`src/rtl/uart_cmd_pkg.sv`:
```
// Shared definitions for the UART command sequencer: opcodes, default reply
// bytes, the sequencer state type and the decoder result bundle.
package uart_cmd_pkg;

  localparam logic [7:0] CMD_LED_ON  = 8'hA1;
  localparam logic [7:0] CMD_LED_OFF = 8'hA2;
  localparam logic [7:0] CMD_READ    = 8'hB1;
  localparam logic [7:0] CMD_RESET   = 8'hC1;

  localparam logic [7:0] DEF_ACK_BYTE  = 8'h55;
  localparam logic [7:0] DEF_NAK_BYTE  = 8'hEE;
  localparam logic [7:0] DEF_STAT_BASE = 8'hD0;

  typedef enum logic [1:0] {
    ST_IDLE,
    ST_DECODE,
    ST_SEND,
    ST_WAIT_TX
  } seq_state_e;

  typedef struct packed {
    logic       led_next;
    logic       soft_rst;
    logic       err_inc;
    logic [7:0] reply;
  } dec_res_t;

endpackage

```
`src/rtl/uart_cmd_decode.sv`:
```
// Combinational command decoder: maps the latched command byte and the
// current LED value to the LED update, soft-reset request, error increment
// and the reply byte.
module uart_cmd_decode
  import uart_cmd_pkg::*;
#(
  parameter logic [7:0] ACK_BYTE  = DEF_ACK_BYTE,
  parameter logic [7:0] NAK_BYTE  = DEF_NAK_BYTE,
  parameter logic [7:0] STAT_BASE = DEF_STAT_BASE
) (
  input  logic [7:0] cmd,
  input  logic       led,
  output dec_res_t   res
);

  // Opcode table; anything unrecognised is answered with a NAK and counted.
  always_comb begin
    res.led_next = led;
    res.soft_rst = 1'b0;
    res.err_inc  = 1'b0;
    res.reply    = NAK_BYTE;
    case (cmd)
      CMD_LED_ON: begin
        res.led_next = 1'b1;
        res.reply    = ACK_BYTE;
      end
      CMD_LED_OFF: begin
        res.led_next = 1'b0;
        res.reply    = ACK_BYTE;
      end
      CMD_READ: begin
        res.reply = STAT_BASE | {7'b0, led};
      end
      CMD_RESET: begin
        res.led_next = 1'b0;
        res.soft_rst = 1'b1;
        res.reply    = ACK_BYTE;
      end
      default: begin
        res.err_inc = 1'b1;
      end
    endcase
  end

endmodule

```
`src/rtl/uart_cmd_sequencer.sv`:
```
// UART command sequencer: takes one received byte at a time, applies its
// effect and serialises the reply onto the shared transmitter.
// Optional build macro CMD_ECHO_EN: each command is answered with the
// command byte itself followed by the reply byte.
//
// state     | meaning
// ST_IDLE   | waiting for a received byte
// ST_DECODE | apply command effect, select reply
// ST_SEND   | wait for tx_ready, pulse tx_start
// ST_WAIT_TX| byte in flight, watch tx_ready / timeout
module uart_cmd_sequencer
  import uart_cmd_pkg::*;
#(
  parameter logic [7:0] ACK_BYTE   = DEF_ACK_BYTE,
  parameter logic [7:0] NAK_BYTE   = DEF_NAK_BYTE,
  parameter logic [7:0] STAT_BASE  = DEF_STAT_BASE,
  parameter int         TX_TIMEOUT = 4096,
  parameter int         ERR_W      = 8
) (
  input  logic             clk,
  input  logic             rst,
  input  logic             rx_valid,
  input  logic [7:0]       rx_data,
  input  logic             tx_ready,
  output logic             tx_start,
  output logic [7:0]       tx_data,
  output logic             led,
  output logic             soft_rst,
  output logic             busy,
  output logic             overrun,
  output logic [ERR_W-1:0] err_cnt
);

  // Down-counter spans TX_TIMEOUT cycles of WAIT_TX; the load value doubles
  // as the marker for the first (tx_ready-ignoring) cycle after a start.
  localparam int TMO_W = ($clog2(TX_TIMEOUT) > 0) ? $clog2(TX_TIMEOUT) : 1;
  localparam logic [TMO_W-1:0] TMO_LOAD = TMO_W'(TX_TIMEOUT - 1);

  seq_state_e       state_q, state_d;
  logic [7:0]       cmd_q, cmd_d;
  logic [7:0]       tx_data_q, tx_data_d;
  logic             led_q, led_d;
  logic             soft_rst_q, soft_rst_d;
  logic             overrun_q, overrun_d;
  logic [ERR_W-1:0] err_cnt_q, err_cnt_d;
  logic [TMO_W-1:0] tmo_q, tmo_d;
  logic             start_c;
  logic             err_bump;
  logic             err_clr;
  dec_res_t         dec;
`ifdef CMD_ECHO_EN
  logic [7:0]       reply_q, reply_d;
  logic             echo_pend_q, echo_pend_d;
`endif

  uart_cmd_decode #(
    .ACK_BYTE (ACK_BYTE),
    .NAK_BYTE (NAK_BYTE),
    .STAT_BASE(STAT_BASE)
  ) u_decode (
    .cmd(cmd_q),
    .led(led_q),
    .res(dec)
  );

  // Next-state, handshake, timeout and error-counter logic.
  always_comb begin
    state_d    = state_q;
    cmd_d      = cmd_q;
    tx_data_d  = tx_data_q;
    led_d      = led_q;
    soft_rst_d = 1'b0;
    overrun_d  = overrun_q;
    err_cnt_d  = err_cnt_q;
    tmo_d      = tmo_q;
    start_c    = 1'b0;
    err_bump   = 1'b0;
    err_clr    = 1'b0;
`ifdef CMD_ECHO_EN
    reply_d     = reply_q;
    echo_pend_d = echo_pend_q;
`endif
    case (state_q)
      ST_IDLE: begin
        if (rx_valid) begin
          cmd_d   = rx_data;
          state_d = ST_DECODE;
        end
      end
      ST_DECODE: begin
        led_d      = dec.led_next;
        soft_rst_d = dec.soft_rst;
        err_bump   = dec.err_inc;
        err_clr    = dec.soft_rst;
        if (dec.soft_rst) overrun_d = 1'b0;
`ifdef CMD_ECHO_EN
        tx_data_d   = cmd_q;
        reply_d     = dec.reply;
        echo_pend_d = 1'b1;
`else
        tx_data_d   = dec.reply;
`endif
        state_d = ST_SEND;
      end
      ST_SEND: begin
        if (tx_ready) begin
          start_c = 1'b1;
          tmo_d   = TMO_LOAD;
          state_d = ST_WAIT_TX;
        end
      end
      ST_WAIT_TX: begin
        if (tmo_q != TMO_LOAD && tx_ready) begin
`ifdef CMD_ECHO_EN
          if (echo_pend_q) begin
            tx_data_d   = reply_q;
            echo_pend_d = 1'b0;
            state_d     = ST_SEND;
          end else begin
            state_d = ST_IDLE;
          end
`else
          state_d = ST_IDLE;
`endif
        end else if (tmo_q == '0) begin
          err_bump = 1'b1;
          state_d  = ST_IDLE;
`ifdef CMD_ECHO_EN
          echo_pend_d = 1'b0;
`endif
        end else begin
          tmo_d = tmo_q - TMO_W'(1);
        end
      end
      default: state_d = ST_IDLE;
    endcase
    // A byte offered while not idle is lost; this wins over a same-cycle clear.
    if (rx_valid && state_q != ST_IDLE) overrun_d = 1'b1;
    // NAK and timeout share one increment so the counter steps by one at most.
    if (err_clr) begin
      err_cnt_d = '0;
    end else if (err_bump && err_cnt_q != '1) begin
      err_cnt_d = err_cnt_q + ERR_W'(1);
    end
  end

  // State and output registers with synchronous reset.
  always_ff @(posedge clk) begin
    if (rst) begin
      state_q    <= ST_IDLE;
      cmd_q      <= 8'h00;
      tx_data_q  <= 8'h00;
      led_q      <= 1'b0;
      soft_rst_q <= 1'b0;
      overrun_q  <= 1'b0;
      err_cnt_q  <= '0;
      tmo_q      <= '0;
`ifdef CMD_ECHO_EN
      reply_q     <= 8'h00;
      echo_pend_q <= 1'b0;
`endif
    end else begin
      state_q    <= state_d;
      cmd_q      <= cmd_d;
      tx_data_q  <= tx_data_d;
      led_q      <= led_d;
      soft_rst_q <= soft_rst_d;
      overrun_q  <= overrun_d;
      err_cnt_q  <= err_cnt_d;
      tmo_q      <= tmo_d;
`ifdef CMD_ECHO_EN
      reply_q     <= reply_d;
      echo_pend_q <= echo_pend_d;
`endif
    end
  end

  // The start pulse follows tx_ready in SEND so a byte leaves two cycles
  // after reception; reset suppresses it in the same cycle.
  assign tx_start = start_c & ~rst;
  assign tx_data  = tx_data_q;
  assign led      = led_q;
  assign soft_rst = soft_rst_q;
  assign busy     = (state_q != ST_IDLE);
  assign overrun  = overrun_q;
  assign err_cnt  = err_cnt_q;

endmodule

```
`config.mk`:
```
export PLATFORM = sky130hd
export DESIGN_NAME = uart_cmd_sequencer
export DESIGN_NICKNAME = d
export VERILOG_FILES = /design/src/rtl/uart_cmd_pkg.sv /design/src/rtl/uart_cmd_decode.sv /design/src/rtl/uart_cmd_sequencer.sv
export SDC_FILE = /design/constraint.sdc
export NUM_CORES = 1
export LEC_CHECK = 0
export BUFFER_PORTS_ARGS = -buffer_cell sky130_fd_sc_hd__buf_4
export CORE_MARGIN = 5
export CORE_UTILIZATION = 45
export CTS_BUF_LIST = sky130_fd_sc_hd__clkbuf_8
export CTS_CLUSTER_SIZE = 10
export DETAILED_ROUTE_END_ITERATION = 16
export GPL_TIMING_DRIVEN = 0
export PLACE_DENSITY = 0.76
export SYNTH_ARGS = -nofsm -noshare
export SYNTH_HDL_FRONTEND = slang
export SYNTH_SLANG_ARGS = --single-unit
export TNS_END_PERCENT = 5
```
`constraint.sdc`:
```
create_clock -name clk -period 2.9 [get_ports clk]
set_input_delay 0.145 -clock clk [delete_from_list [all_inputs] [get_ports clk]]
set_output_delay 0.145 -clock clk [all_outputs]
set_load 0.02 [all_outputs]
```
==> flow_metrics.env, run 1 <==
export IMPL_status="finished, final reports clean"
export IMPL_vias=1868
export IMPL_fmax_mhz=358
export IMPL_drt_iter0_drc=119
export IMPL_crit_type="reg -> reg"
export IMPL_synth_distinct_cells=41
export IMPL_post_cts_repair_setup_buffers=0
export IMPL_syn_num_nets=259
export IMPL_layout_commonest_cell="dfxtp_1"
export IMPL_powerDensity_nw_per_um2=1010
export IMPL_setup_viol=0
export IMPL_required_ps=3130
export IMPL_combPwrFrac=0.502
export IMPL_final_max_slew_viol_count=0
export IMPL_synthToLayoutAreaGrowth_pct=19.3
export IMPL_synth_edff_count=0
export IMPL_cp_max_fo=10
export IMPL_yosys_register_bits=39
export IMPL_numCtsBuffers=5
export IMPL_die_w_um=76.6
export IMPL_placedCellCount=322
export IMPL_power_switching_mw=1.03
export IMPL_p_leak_nw=0.923
export IMPL_fill_cells=415
export IMPL_finalNonFillerCells=329
export IMPL_p_int_mw=1.38
export IMPL_ant_nets=0
export IMPL_syn_area_per_cell_um2=8.34
export IMPL_drt_pass1_iter_count=4
export IMPL_worst_slew_pin_slew_ps=981
export IMPL_die_h_um=76.6
export IMPL_grt_overflow=0
export IMPL_placementRows=24
export IMPL_via_per_inst=5.68
export IMPL_place_gp_congestion=0.846
export IMPL_synth_cells=239
export IMPL_finClkSkew_ps=9.04
export IMPL_fin_tns_setup_ps=0
export IMPL_dp_slack_ps=159
export IMPL_clkSlewWorstSetupHoldPaths_ps=80
export IMPL_drcViolationCount=0
export IMPL_port_buffers=31
export IMPL_pwr_share_clk=0.154
export IMPL_hold_viol_final=0
export IMPL_ys_seq_area_frac=0.391
export IMPL_finalWirelength_um=4590
export IMPL_dieArea_um2=5860
export IMPL_cap_violations=0
export IMPL_htreeDepth=2
export IMPL_grt_pass1_vias=1727
export IMPL_max_slew_margin=0.337
export IMPL_drive_gt1_frac=0.173
export IMPL_start_kind="flop"
export IMPL_final_cell_mix="39 x dfxtp_1, 33 x buf_4, 25 x a21oi_1"
export IMPL_synth_top_cell_area_share=0.391
export IMPL_min_path_type="in -> reg"
export IMPL_cts_buffer_depth=2
export IMPL_clock_sinks=39
export IMPL_synth_async_reset_ratio=0
export IMPL_wl_per_cell_um=13.9
export IMPL_netSwitchingFraction=0.427
export IMPL_synth_ff_type="dfxtp_1"
export IMPL_dp_hpwl_um=3440
export IMPL_cts_root_buffer="clkbuf_8"
export IMPL_grt_pass1_wl_um=7960
export IMPL_crit_arrival_ps=3020
export IMPL_track_usage=0.162
export IMPL_min_period_over_period=0.962
export IMPL_clk_latency_ps=300
export IMPL_yosys_warnings=0
export IMPL_diodes=0
export IMPL_fin_ws_ps=110
export IMPL_finalCriticalPeriod_ps=2790
export IMPL_cts_hold_buffers=0
export IMPL_core_um2=4320
export IMPL_cts_resized=0
export IMPL_synth_area_um2=1990
export IMPL_antenna_found_initial=0
export IMPL_vdd_drop_max_v=0.000544
export IMPL_cts_tree="yes"
export IMPL_ioPinCount=33
export IMPL_synth_area_leaders="dfxtp_1 39%, a21oi_1 6.3%, ha_1 5.0%, nand2_1 4.1%, nand3_1 3.8%"
export IMPL_seq_power_share=0.344
export IMPL_layout_nets=297
export IMPL_end_kind="flop"
export IMPL_start_util=0.461
export IMPL_yosysTopAreaCell="dfxtp_1"
export IMPL_rsz0062_at_grt="false"
export IMPL_grt_max_degree=12
==> kinds of logic after synthesis <==
| kind of cell | after synthesis | share of synthesized area |
|---|---|---|
| DFF | 39 | 0.391 |
| muxes | 4 | 0.0207 |
| xor gates and xnor gates | 4 | 0.0176 |
| AOI/OAI and AO/OA | 64 | 0.200 |
| adders and majority gates | 8 | 0.0502 |
| and+or+nand+nor | 98 | 0.270 |
| buffers and inverters | 22 | 0.0496 |
==> Yosys cell counts, types with 2 or more instances <==
library cell / number
nand4_1: 3
a311oi_1: 3
or4_1: 7
nor2_1: 12
nand2b_1: 4
xor2_1: 4
nor3_1: 6
a31oi_1: 8
o21ai_0: 9
and4_1: 2
buf_4: 2
nand2_1: 22
ha_1: 8
clkbuf_1: 9
nor4_1: 2
a211oi_1: 4
mux2i_1: 3
nor2b_1: 4
a31o_2: 2
dfxtp_1: 39
o31ai_1: 7
a21oi_1: 25
and3_1: 3
nand4b_1: 3
or3_1: 7
inv_1: 9
nand3_1: 15
or2_2: 2
nor4b_1: 3
==> path summary, 6_finish.rpt <==
| kind | from | cells past startpoint | end | slack (ps) |
|---|---|---|---|---|
| max | tmo_q[7] | 7 | err_cnt[7] | 110 |
| min | rx_data[5] | 3 | cmd_q[5] | 110 |
| max reg2reg | tmo_q[7] | 7 | err_cnt[7] | 110 |
| min reg2reg | tx_data[6] | 2 | tx_data[6] | 470 |
==> critical path, cell delays in order (launching register included) <==
cell     delay, ps
dfxtp_1        380
or4_4          580
or4_1          460
buf_2          180
o311a_1        330
buf_6          150
nor4b_1        420
mux2i_1        220
==> power by group through the flow <==
stage	registers, mW	logic (mW)	clock network (mW)
floorplan	0.860	0.840	0
global placement	0.829	1.18	0
detailed placement	0.835	1.21	0
CTS	0.825	1.21	0.384
global route	0.849	1.35	0.402
finish	0.827	1.21	0.370
==> through the flow <==
stage | hold slack [ps] | cell area (um2) | total power [mW] | utilization
5_1_grt | 109 | 2380 | 2.60 | 0.550
2_1_floorplan | 292 | 1990 | 1.70 | -
6_report | 106 | 2380 | 2.40 | 0.550
3_5_place_dp | 416 | 2290 | 2.04 | 0.530
4_1_cts | 99.2 | 2380 | 2.42 | 0.550
3_3_place_gp | 416 | 2290 | 2.01 | 0.530
==> flip-flops by register name, indices dropped and copies added (netlist names) <==
signal,count
led,1
tmo_q,12
cmd_q,8
overrun,1
soft_rst,1
tx_data,6
state_q,2
err_cnt,8
==> final cells by class <==
cell class,count,area [um2],area share
plain buffers,13,65.1,0.0273
clock buffers,6,82.6,0.0347
clock inverters,1,5.00,0.00210
inverters,9,33.8,0.0142
multi-input cells,178,1110,0.468
flip-flops and latches,39,781,0.328
well taps,52,65.1,0.0273
repair buffers,31,233,0.0978
==> routing by layer <==
metal  vias to the layer above  global-route usage  wire length, um
li1                        963                   -                -
met1                       867               0.200             2130
met2                        33               0.273             2190
met3                         5              0.0390              211
met4                         0              0.0524               53
met5                         -                   0                0
(Power assumes the default switching activity.)
==> run 2, diff against run 1 <==
--- a/config.mk
+++ b/config.mk
@@ -12,7 +12,8 @@
 export CTS_CLUSTER_SIZE = 10
 export DETAILED_ROUTE_END_ITERATION = 16
 export GPL_TIMING_DRIVEN = 0
-export PLACE_DENSITY = 0.76
+export PLACE_DENSITY = 0.66
+export SLEW_MARGIN = 20
 export SYNTH_ARGS = -nofsm -noshare
 export SYNTH_HDL_FRONTEND = slang
 export SYNTH_SLANG_ARGS = --single-unit
==> flow_metrics.env, run 2 (same netlist as run 1, synthesis figures left out) <==
export IMPL_grt_busiest_layer="met2"
export IMPL_grt_use_met1=0.187
export IMPL_placementRows=24
export IMPL_ioPinCount=33
export IMPL_diodes=0
export IMPL_cts_hold_buffers=0
export IMPL_cts_root_buffer="clkbuf_8"
export IMPL_wl_per_cell_um=14.0
export IMPL_layout_nets=297
export IMPL_end_kind="flop"
export IMPL_finalNonFillerCells=329
export IMPL_rrSetupSlack_ps=130
export IMPL_antenna_found_initial=0
export IMPL_clock_sinks=39
export IMPL_largest_reg_flops=12
export IMPL_setup_viol=0
export IMPL_dieArea_um2=5860
export IMPL_reg2regPathDepth=7
export IMPL_port_buffers=31
export IMPL_die_w_um=76.6
export IMPL_r2r_end="err_cnt[6]"
export IMPL_synthToLayoutAreaGrowth_pct=19.4
export IMPL_fin_area_um2=2380
export IMPL_track_usage=0.153
export IMPL_hold_viol_final=0
export IMPL_grt_overflow=0
export IMPL_grt_pass1_vias=1684
export IMPL_max_slew_margin=0.362
export IMPL_fmax_mhz=361
export IMPL_final_max_slew_viol_count=0
export IMPL_cp_max_fo=10
export IMPL_fin_tns_setup_ps=0
export IMPL_crit_end="err_cnt[6]"
export IMPL_crit_slowest_cell="or4_4"
export IMPL_grt_max_degree=13
export IMPL_min_path_type="in -> reg"
export IMPL_numCtsBuffers=5
export IMPL_slowest_delay_ps=580
export IMPL_powerDensity_nw_per_um2=1000
export IMPL_p_leak_nw=0.920
export IMPL_start_util=0.461
export IMPL_rr_startpoint="tmo_q[7]"
export IMPL_grt_util_met3=0.0414
export IMPL_grt_pass1_wl_um=7620
export IMPL_core_um2=4320
export IMPL_worst_slew_pin_slew_ps=944
export IMPL_path_common_cell="or4_1"
export IMPL_cp_startpoint="tmo_q[7]"
export IMPL_cts_buffer_depth=2
export IMPL_finish_utilization=0.551
export IMPL_clk_latency_ps=290
export IMPL_vdd_drop_max_v=0.000560
export IMPL_crit_arrival_ps=2990
export IMPL_placedCellCount=322
export IMPL_total_power_mw=2.39
export IMPL_drt_pass1_iter_count=4
export IMPL_cts_tree="yes"
export IMPL_final_cell_mix="39 x dfxtp_1, 33 x buf_4, 25 x a21oi_1"
export IMPL_finalCriticalPeriod_ps=2770
export IMPL_finalWirelength_um=4600
export IMPL_rsz0062_at_grt="false"
export IMPL_place_gp_congestion=0.862
export IMPL_drive_gt1_frac=0.177
export IMPL_start_kind="flop"
export IMPL_required_ps=3120
export IMPL_dp_hpwl_um=3440
export IMPL_drt_iter0_drc=75
export IMPL_ant_nets=0
export IMPL_clkSlewWorstSetupHoldPaths_ps=80
export IMPL_fin_ws_ps=129
export IMPL_crit_chain="or4_4 > or4_1 > buf_2 > o311a_1 > buf_6 > or4_1 > a21oi_1"
export IMPL_layout_commonest_cell="dfxtp_1"
export IMPL_drcViolationCount=0
export IMPL_via_per_inst=5.71
export IMPL_min_period_over_period=0.955
export IMPL_finClkSkew_ps=9.45
export IMPL_placed_area_um2=2290
export IMPL_dp_slack_ps=167
export IMPL_die_h_um=76.6
export IMPL_max_flop_register="tmo_q"
export IMPL_cap_violations=0
export IMPL_status="finished, final reports clean"
export IMPL_vias=1877
export IMPL_use_met2=0.265
export IMPL_hold_ws_ps=112
export IMPL_crit_type="reg -> reg"
export IMPL_fill_cells=413
export IMPL_htreeDepth=2
run 2: cell count changes in the layout (fill, tap and decap cells not counted), sizes merged:
cell	before	now
clkbuf	15	14
clkinv	1	2
run 2: worst max-delay path, delay by kind of cell (launching register included):
family | cells | cell delay, ps
and+or+nand+nor | 3 | 1520
DFF | 1 | 380
AOI/OAI and AO/OA | 2 | 480
buffers and inverters | 2 | 330
run 2: worst min path at each step:
stage	start	endpoint	slack, ps	cells past startpoint
finish	rx_data[6]	cmd_q[6]	110	3
global route	rx_data[6]	cmd_q[6]	100	3
CTS	rx_data[6]	cmd_q[6]	100	3
detailed placement	rx_data[6]	cmd_q[6]	420	3
global placement	rx_data[6]	cmd_q[6]	420	3
floorplan	rx_data[0]	cmd_q[0]	290	2
run 2: power by group:
group	leakage [nW]	total (mW)	switching, mW	internal (mW)
registers	0.318	0.829	0.147	0.682
logic	0.558	1.21	0.695	0.511
clock network	0.0440	0.357	0.192	0.165
total	0.920	2.39	1.03	1.36
run 2: what timing repair did:
action	CTS	global route
setup buffers	0	0
setup endpoints to repair	0	1
resized for setup	0	1
run 2: per-layer routing:
layer	part of all wire	routed length [um]	vias to the layer above
li1	-	-	966
met1	0.48	2220	878
met2	0.47	2150	26
met3	0.039	181	7
met4	0.011	52	0
met5	0	0	-
run 2: area by class of cell:
class                   count  area [um2]  share of cell area
plain buffers              13        65.1              0.0273
clock buffers               5        68.8              0.0289
clock inverters             2        13.8             0.00578
inverters                   9        33.8              0.0142
multi-input cells         178        1120               0.471
flip-flops and latches     39         781               0.328
well taps                  52        65.1              0.0273
repair buffers             31         233              0.0977
